`config.mk`:
```
export PLATFORM = sky130hd
export DESIGN_NAME = sram_row_streamer
export DESIGN_NICKNAME = d
export VERILOG_FILES = /design/src/rtl/sram_row_streamer.sv
export SDC_FILE = /design/constraint.sdc
export NUM_CORES = 1
export LEC_CHECK = 0
export CAP_MARGIN = 20
export CORE_AREA = 4 4 317 319
export DETAILED_ROUTE_END_ITERATION = 16
export DIE_AREA = 0 0 321 323
export PLACE_DENSITY = 0.48
export SYNTH_ARGS = -nofsm -noshare
export SYNTH_HDL_FRONTEND = slang
export SYNTH_SLANG_ARGS = --single-unit
```
`constraint.sdc`:
```
create_clock -name CLK -period 2.7 [get_ports CLK]
set_input_delay 0.27 -clock CLK [delete_from_list [all_inputs] [get_ports CLK]]
set_output_delay 0.27 -clock CLK [all_outputs]
set_load 0.005 [all_outputs]
```
`src/rtl/sram_row_streamer.sv`:
```
// sram_row_streamer: reads a run of consecutive SRAM rows and streams them out
// over a valid/ready interface through a 2-entry buffer.
//
// Ports:
//   CLK, RST          clock, synchronous active-high reset
//   START             one-cycle launch pulse, only honoured while idle
//   BASE_ADDR, LEN    first row address and row count (0..2^AWIDTH), captured on START
//   CSn, WEn, ADDR,   SRAM read port; CSn low only on read cycles, WEn tied high,
//   BE, D_out         BE all-ones, D_out valid combinationally with ADDR
//   OUT_VALID/READY   stream handshake
//   OUT_DATA/LAST     head row of the buffer and its end-of-transfer flag
//   BUSY, DONE        not-idle flag, one-cycle completion pulse
module sram_row_streamer #(
   parameter int unsigned BWIDTH = 256,
   parameter int unsigned AWIDTH = 10
) (
   input  logic              CLK,
   input  logic              RST,
   input  logic              START,
   input  logic [AWIDTH-1:0] BASE_ADDR,
   input  logic [AWIDTH:0]   LEN,
   output logic              CSn,
   output logic              WEn,
   output logic [AWIDTH-1:0] ADDR,
   output logic [BWIDTH-1:0] BE,
   input  logic [BWIDTH-1:0] D_out,
   output logic              OUT_VALID,
   input  logic              OUT_READY,
   output logic [BWIDTH-1:0] OUT_DATA,
   output logic              OUT_LAST,
   output logic              BUSY,
   output logic              DONE
);

   localparam logic [AWIDTH:0] One = 1;

   typedef enum logic [1:0] {StIdle, StRun, StDrain} state_e;

   state_e              state_q, state_d;
   logic [AWIDTH-1:0]   base_q, base_d;
   logic [AWIDTH:0]     len_q, len_d;
   logic [AWIDTH:0]     idx_q, idx_d;
   logic [AWIDTH-1:0]   addr_q, addr_d;
   logic                done_q, done_d;

   // Buffer: entry 0 is always the head.
   logic [BWIDTH-1:0]   data0_q, data0_d, data1_q, data1_d;
   logic                last0_q, last0_d, last1_q, last1_d;
   logic [1:0]          count_q, count_d;

   logic                rd, push, pop, last_in;
   logic [1:0]          wpos;

   always_comb begin
      state_d = state_q;
      base_d  = base_q;
      len_d   = len_q;
      idx_d   = idx_q;
      done_d  = 1'b0;
      rd      = 1'b0;
      push    = 1'b0;
      last_in = 1'b0;
      pop     = (count_q != 2'd0) && OUT_READY;

      unique case (state_q)
         StIdle: begin
            if (START) begin
               if (LEN == '0) begin
                  done_d = 1'b1;
               end else begin
                  base_d  = BASE_ADDR;
                  len_d   = LEN;
                  idx_d   = '0;
                  state_d = StRun;
               end
            end
         end
         StRun: begin
            // A full buffer can still take a row if the head leaves this cycle.
            if ((count_q != 2'd2) || pop) begin
               rd      = 1'b1;
               push    = 1'b1;
               last_in = (idx_q == len_q - One);
               idx_d   = idx_q + One;
               if (last_in) state_d = StDrain;
            end
         end
         StDrain: begin
            if (pop && last0_q) begin
               state_d = StIdle;
               done_d  = 1'b1;
            end
         end
         default: state_d = StIdle;
      endcase

      // Wraps naturally modulo 2^AWIDTH.
      ADDR   = rd ? (base_q + idx_q[AWIDTH-1:0]) : addr_q;
      addr_d = ADDR;

      // Pop shifts entry 1 forward; push lands in the first free slot after the pop.
      data0_d = pop ? data1_q : data0_q;
      last0_d = pop ? last1_q : last0_q;
      data1_d = data1_q;
      last1_d = last1_q;
      wpos    = count_q - {1'b0, pop};
      if (push) begin
         if (wpos == 2'd0) begin
            data0_d = D_out;
            last0_d = last_in;
         end else begin
            data1_d = D_out;
            last1_d = last_in;
         end
      end
      count_d = count_q + {1'b0, push} - {1'b0, pop};
   end

   always_ff @(posedge CLK) begin
      if (RST) begin
         state_q <= StIdle;
         base_q  <= '0;
         len_q   <= '0;
         idx_q   <= '0;
         addr_q  <= '0;
         done_q  <= 1'b0;
         data0_q <= '0;
         data1_q <= '0;
         last0_q <= 1'b0;
         last1_q <= 1'b0;
         count_q <= 2'd0;
      end else begin
         state_q <= state_d;
         base_q  <= base_d;
         len_q   <= len_d;
         idx_q   <= idx_d;
         addr_q  <= addr_d;
         done_q  <= done_d;
         data0_q <= data0_d;
         data1_q <= data1_d;
         last0_q <= last0_d;
         last1_q <= last1_d;
         count_q <= count_d;
      end
   end

   assign CSn       = ~rd;
   assign WEn       = 1'b1;
   assign BE        = '1;
   assign OUT_VALID = (count_q != 2'd0);
   assign OUT_DATA  = data0_q;
   assign OUT_LAST  = OUT_VALID && last0_q;
   assign BUSY      = (state_q != StIdle);
   assign DONE      = done_q;

endmodule

```
-- After elaboration in Yosys (flattened, before gate mapping)
Index checks and enable logic that the tools add are counted.
- eq/ne operators: 9
- muxes and demuxes: 25
- bitwise gates (word level): 3
- reductions and logical operators: 14
- $add $sub $neg: 6
- operators by type and width (cell ; count):
    256-bit two-way mux ; 3
    11-bit two-way mux ; 3
    11-bit one-hot mux with 2 select lines ; 1
    2-bit inequality test, second input constant ; 6
    11-bit by 1-bit adder with 11-bit output, second input constant ; 1
    11-bit equality test ; 1
    11-bit logical NOT ; 1
    11-bit by 1-bit subtractor with 11-bit output, second input constant ; 1
    10-bit adder ; 1
    1-bit two-way mux ; 10
    10-bit two-way mux ; 1
    2-bit two-way mux ; 5
    2-bit one-hot mux with 3 select lines ; 1
    2-bit nonzero test ; 3
    5-bit AND reduction ; 1
    2-bit logical NOT ; 2
    4-bit AND reduction ; 1
    2-bit by 1-bit subtractor with 2-bit output ; 2
    1-bit logical AND ; 3
    1-bit NOT ; 3
    3-bit AND reduction ; 1
    2-bit by 1-bit adder with 2-bit output ; 1
    2-bit by 1-bit equality test with 1-bit output, second input constant ; 1
    2-bit equality test, second input constant ; 1
    other kinds (3) ; 3
- output and inout port bits: 528
- flip-flop bits (word level): 561
- bits of input ports: 281
- word-level logic and storage cells: 68

-- Logic depth before layout (Yosys ltp)
- depth in word-level cells: 7
- depth in mapped cells: 10
- depth with buffers taken out: 9

-- Worst setup path before layout
OpenSTA, ideal clock, no wires.
- path type: register -> register
- start: register len_q[2]
- end: register state_q[0]
- library setup time: 0.120 ns
- slack: 0.564 ns
- data arrival time: 2.017 ns
- stages on the path, launching flop included: 8
- required time: 2.580 ns
- clock period less this slack: 2.136 ns
- buffers on the path: 1
- cell sequence: dfxtp_1 > buf_6 > or4_4 > o21a_1 > nor3_2 > o21ai_1 > a2111o_1 > o31a_1
- word-level cells in the longest chain between the ends: 4
- RTL lines (what ; line ; text):
    start: declaration ; 41 ; logic [AWIDTH:0] len_q, len_d;
    start signal: assignment ; 135 ; len_q <= len_d;
    11-bit by 1-bit subtractor with 11-bit output ; 83 ; last_in = (idx_q == len_q - One);
    11-bit equality test ; 83 ;
    2-bit inequality test (no source line) ; -- ;
    5-bit AND reduction (no source line) ; -- ;
    end signal: assignment ; 121 ; state_q <= StIdle;
    end signal: assignment ; 133 ; state_q <= state_d;
    end: declaration ; 39 ; state_e state_q, state_d;
No other way between the ends.
A chain may end at the register's enable or synchronous reset.

-- Final worst setup path
- start: register base_q[0]
- end: output port ADDR[8]
- word-level cells in the longest chain between the ends: 2
- RTL lines (what ; line ; text):
    start: declaration ; 40 ; logic [AWIDTH-1:0] base_q, base_d;
    start signal: assignment ; 134 ; base_q <= base_d;
    10-bit adder ; 98 ; ADDR = rd ? (base_q + idx_q[AWIDTH-1:0]) : addr_q;
    10-bit two-way mux ; 98 ;
    end: declaration ; 24 ; output logic [AWIDTH-1:0] ADDR,
No other way between the ends.

==> impl_metrics.env <==
export IMPL_timing_fmax_ghz=0.374
export IMPL_rsz_0062_raised_after_global_routing="yes"
export IMPL_dpl_instance_area_mm2=0.0306
export IMPL_hold_class="primary input to flop"
export IMPL_tritoncts="yes"
export IMPL_total_half_perimeter_wirelength_after_legalization_and_detailed_placement_mm=60.3
export IMPL_arrival_ns=2.40
export IMPL_ys_top_cells_by_area="dfxtp_1 (46%), nand2_1 (17%), a311oi_1 (9.3%)"
export IMPL_vias_per_cell=4.43
export IMPL_cts_num_sinks=561
export IMPL_multi_input_comb_area_mm2=0.0112
export IMPL_synth_yosys_warnings=0
export IMPL_drt_pass1_iter_count=6
export IMPL_cp_end_kind="output pin"
export IMPL_initial_antenna_violation_count=11
export IMPL_number_of_storage_elements_in_the_synthesis_netlist=561
export IMPL_die_span_y_um=323
export IMPL_synth_cells_most_frequent="nand2_1 (1089), dfxtp_1 (561), a21oi_1 (295)"
export IMPL_grt_pass1_wl_mm=129
export IMPL_dieWidth_um=321
export IMPL_worstPathMaxFanout=3
export IMPL_yosys_area_top_type_share_pct=46.4
export IMPL_hold_buffers=0
export IMPL_core_rowCount=115
export IMPL_synth_seq_area_share_pct=46.4
export IMPL_asyncSetResetFlopFracSynth_pct=0
export IMPL_clockRootBuffer="clkbuf_16"
export IMPL_stdcell_area_mm2=0.0333
export IMPL_drive_gt1_share_pct=7.31
export IMPL_syn_mean_instance_area_um2=7.67
export IMPL_final_setup_tns_ns=0
export IMPL_ff_to_ff_path_depth=8
export IMPL_worst_reg2reg_setup_slack_ns=0.26
export IMPL_final_util_pct=34.0
export IMPL_synthToLayoutAreaGrowth_pct=37.3
export IMPL_port_buffers=551
export IMPL_nFillCells=10400
export IMPL_detail_route_iter0_violations=1233
export IMPL_cts_max_level=3
export IMPL_register_area_mm2=0.0112
export IMPL_clockBufferDepth=3
export IMPL_synthMostInstantiatedCell="nand2_1"
export IMPL_fp_dieArea_mm2=0.104
export IMPL_grt_start_max_net_pins=111
export IMPL_drv_slew=0
export IMPL_netlist_cell_type_count=54
export IMPL_drt_total_wl_mm=87.0
export IMPL_data_required_time_of_the_worst_path_ns=2.43
export IMPL_timing_hold_ws_ns=0.0824
export IMPL_hold_viol=0
export IMPL_drv_cap=0
export IMPL_cpPeakStageDelay_ns=0.33
export IMPL_clkTransAtPathRegs_ns=0.06
export IMPL_yosys_most_used_dff="dfxtp_1"
export IMPL_crit_path_cell_trace="ha_4, inv_2, fa_2, nor2b_4, o21ai_4, buf_4, a21oi_2, or3_1, nand3_2, nand2_2, buf_6"
export IMPL_yosys_area_top_type="dfxtp_1"
export IMPL_slew_headroom_pct=57.5
export IMPL_period_minus_slack_ns=2.67
export IMPL_grt_total_usage_pct=15.8
export IMPL_mappedNetlistArea_mm2=0.0242
export IMPL_setup_viol=0
export IMPL_final_min_period_over_clock_period_pct=99.1
export IMPL_p_total_w=0.0271
export IMPL_worstHoldPathCells=2
export IMPL_cpMaxStageDelayCell="dfxtp_2"
export IMPL_floorplan_io_pins=809
export IMPL_floorplan_core_area_mm2=0.0978
export IMPL_wl_per_cell_um=17.4
export IMPL_worst_slew_pin_transition_ns=0.638
export IMPL_cp_start_kind="flop"
export IMPL_outcome="finished clean"
export IMPL_grt_pass1_vias=20700
export IMPL_power_density_mw_per_mm2=814
export IMPL_cts_buffers_inserted=71
export IMPL_grt_overflow_total=0
export IMPL_clock_latency_ns=0.61
export IMPL_postSynthCellCount=3157
export IMPL_remaining_drc_errors=0
export IMPL_finish_net_count=3935
export IMPL_via_count=22100
export IMPL_final_wtd_congestion=0.765
export IMPL_fin_skew_ns=0.0176
export IMPL_ant_nets=0
export IMPL_irDropWorstVdd_uv=433
export IMPL_power_static_leakage_nw=11.8
export IMPL_start_util_pct=24.8
export IMPL_timing_setup_critical_path_class="flop to output pin"
export IMPL_synth_enable_flop_cells=0
-- placed cells by master, fill, tap and decap left out, types with 10 or more instances in the layout --
cell	n
clkbuf_8	14
nand2_1	1087
nor2_1	286
buf_4	71
clkbuf_1	17
clkdlybuf4s50_1	542
buf_12	36
conb_1	257
clkbuf_16	73
a21oi_1	291
dfxtp_1	555
xnor2_1	14
clkinv_2	11
a311oi_1	256
xor2_1	10
nor2b_1	10
inv_1	11
-- flip-flops by register name (all words and copies together) (netlist names) --
signal / count
last1_q: 1
DONE: 1
base_q: 10
OUT_DATA: 256
count_q: 2
addr_q: 10
state_q: 2
idx_q: 11
len_q: 11
last0_q: 1
data1_q: 256
-- worst paths after layout --
check                   start      endpoint
setup / recovery    base_q[0]       ADDR[8]
hold / removal            RST  data1_q[219]
setup reg to reg     len_q[0]    state_q[0]
hold reg to reg   data1_q[50]   data1_q[50]
-- metrics by stage --
stage / worst slack, ns / instances
2_1_floorplan: 0.564 / 3413
3_3_place_gp: -0.0128 / 4844
3_5_place_dp: 0.00326 / 4844
4_1_cts: -0.0802 / 4977
5_1_grt: -0.168 / 4988
6_report: 0.0254 / 4989
-- kinds of logic after synthesis --
logic type	synth area share, %
and+or+nand+nor	23.2
AOI/OAI and AO/OA	16.5
buffers and inverters	12.2
other	0.0155
adders and majority gates	0.754
xor gates and xnor gates	0.904
muxes	0.0413
DFF	46.4
-- per-layer routing --
layer	wire [µm]	up-vias	track usage [%]
met1	35600	10400	18.8
li1	-	11000	-
met2	43900	564	27.9
met4	1900	8	5.31
met3	5560	100	3.84
met5	53	-	0
-- power breakdown --
part | switching [W] | internal, W
sequential | 0.000667 | 0.00935
combinational | 0.00410 | 0.00315
clock | 0.00387 | 0.00594
-- worst max-delay path: cells and delay by family, from the launching register on --
kind / cells / cell delay [ns]
AND/OR/NAND/NOR: 4 / 0.55
adder cells (fa/ha/maj): 2 / 0.38
flip-flops: 1 / 0.33
buffers and inverters: 3 / 0.31
AO/OA/AOI/OAI: 2 / 0.21
-- timing repair --
item,CTS,global route
endpoints found under the setup margin,10,7
pin swaps,15,12
buffers inserted,5,6
gates resized for setup,57,16
-- cell type report --
cell class | count | area share [%]
Antenna cell | 6 | 0.0451
Inverter | 14 | 0.181
Multi-Input combinational cell | 2334 | 33.6
Sequential cell | 561 | 33.8
Tap cell | 1287 | 4.84
Clock buffer | 104 | 6.26
Clock inverter | 25 | 0.952
Timing Repair Buffer | 658 | 20.3
No activity file was read; power rests on OpenSTA's default activity.
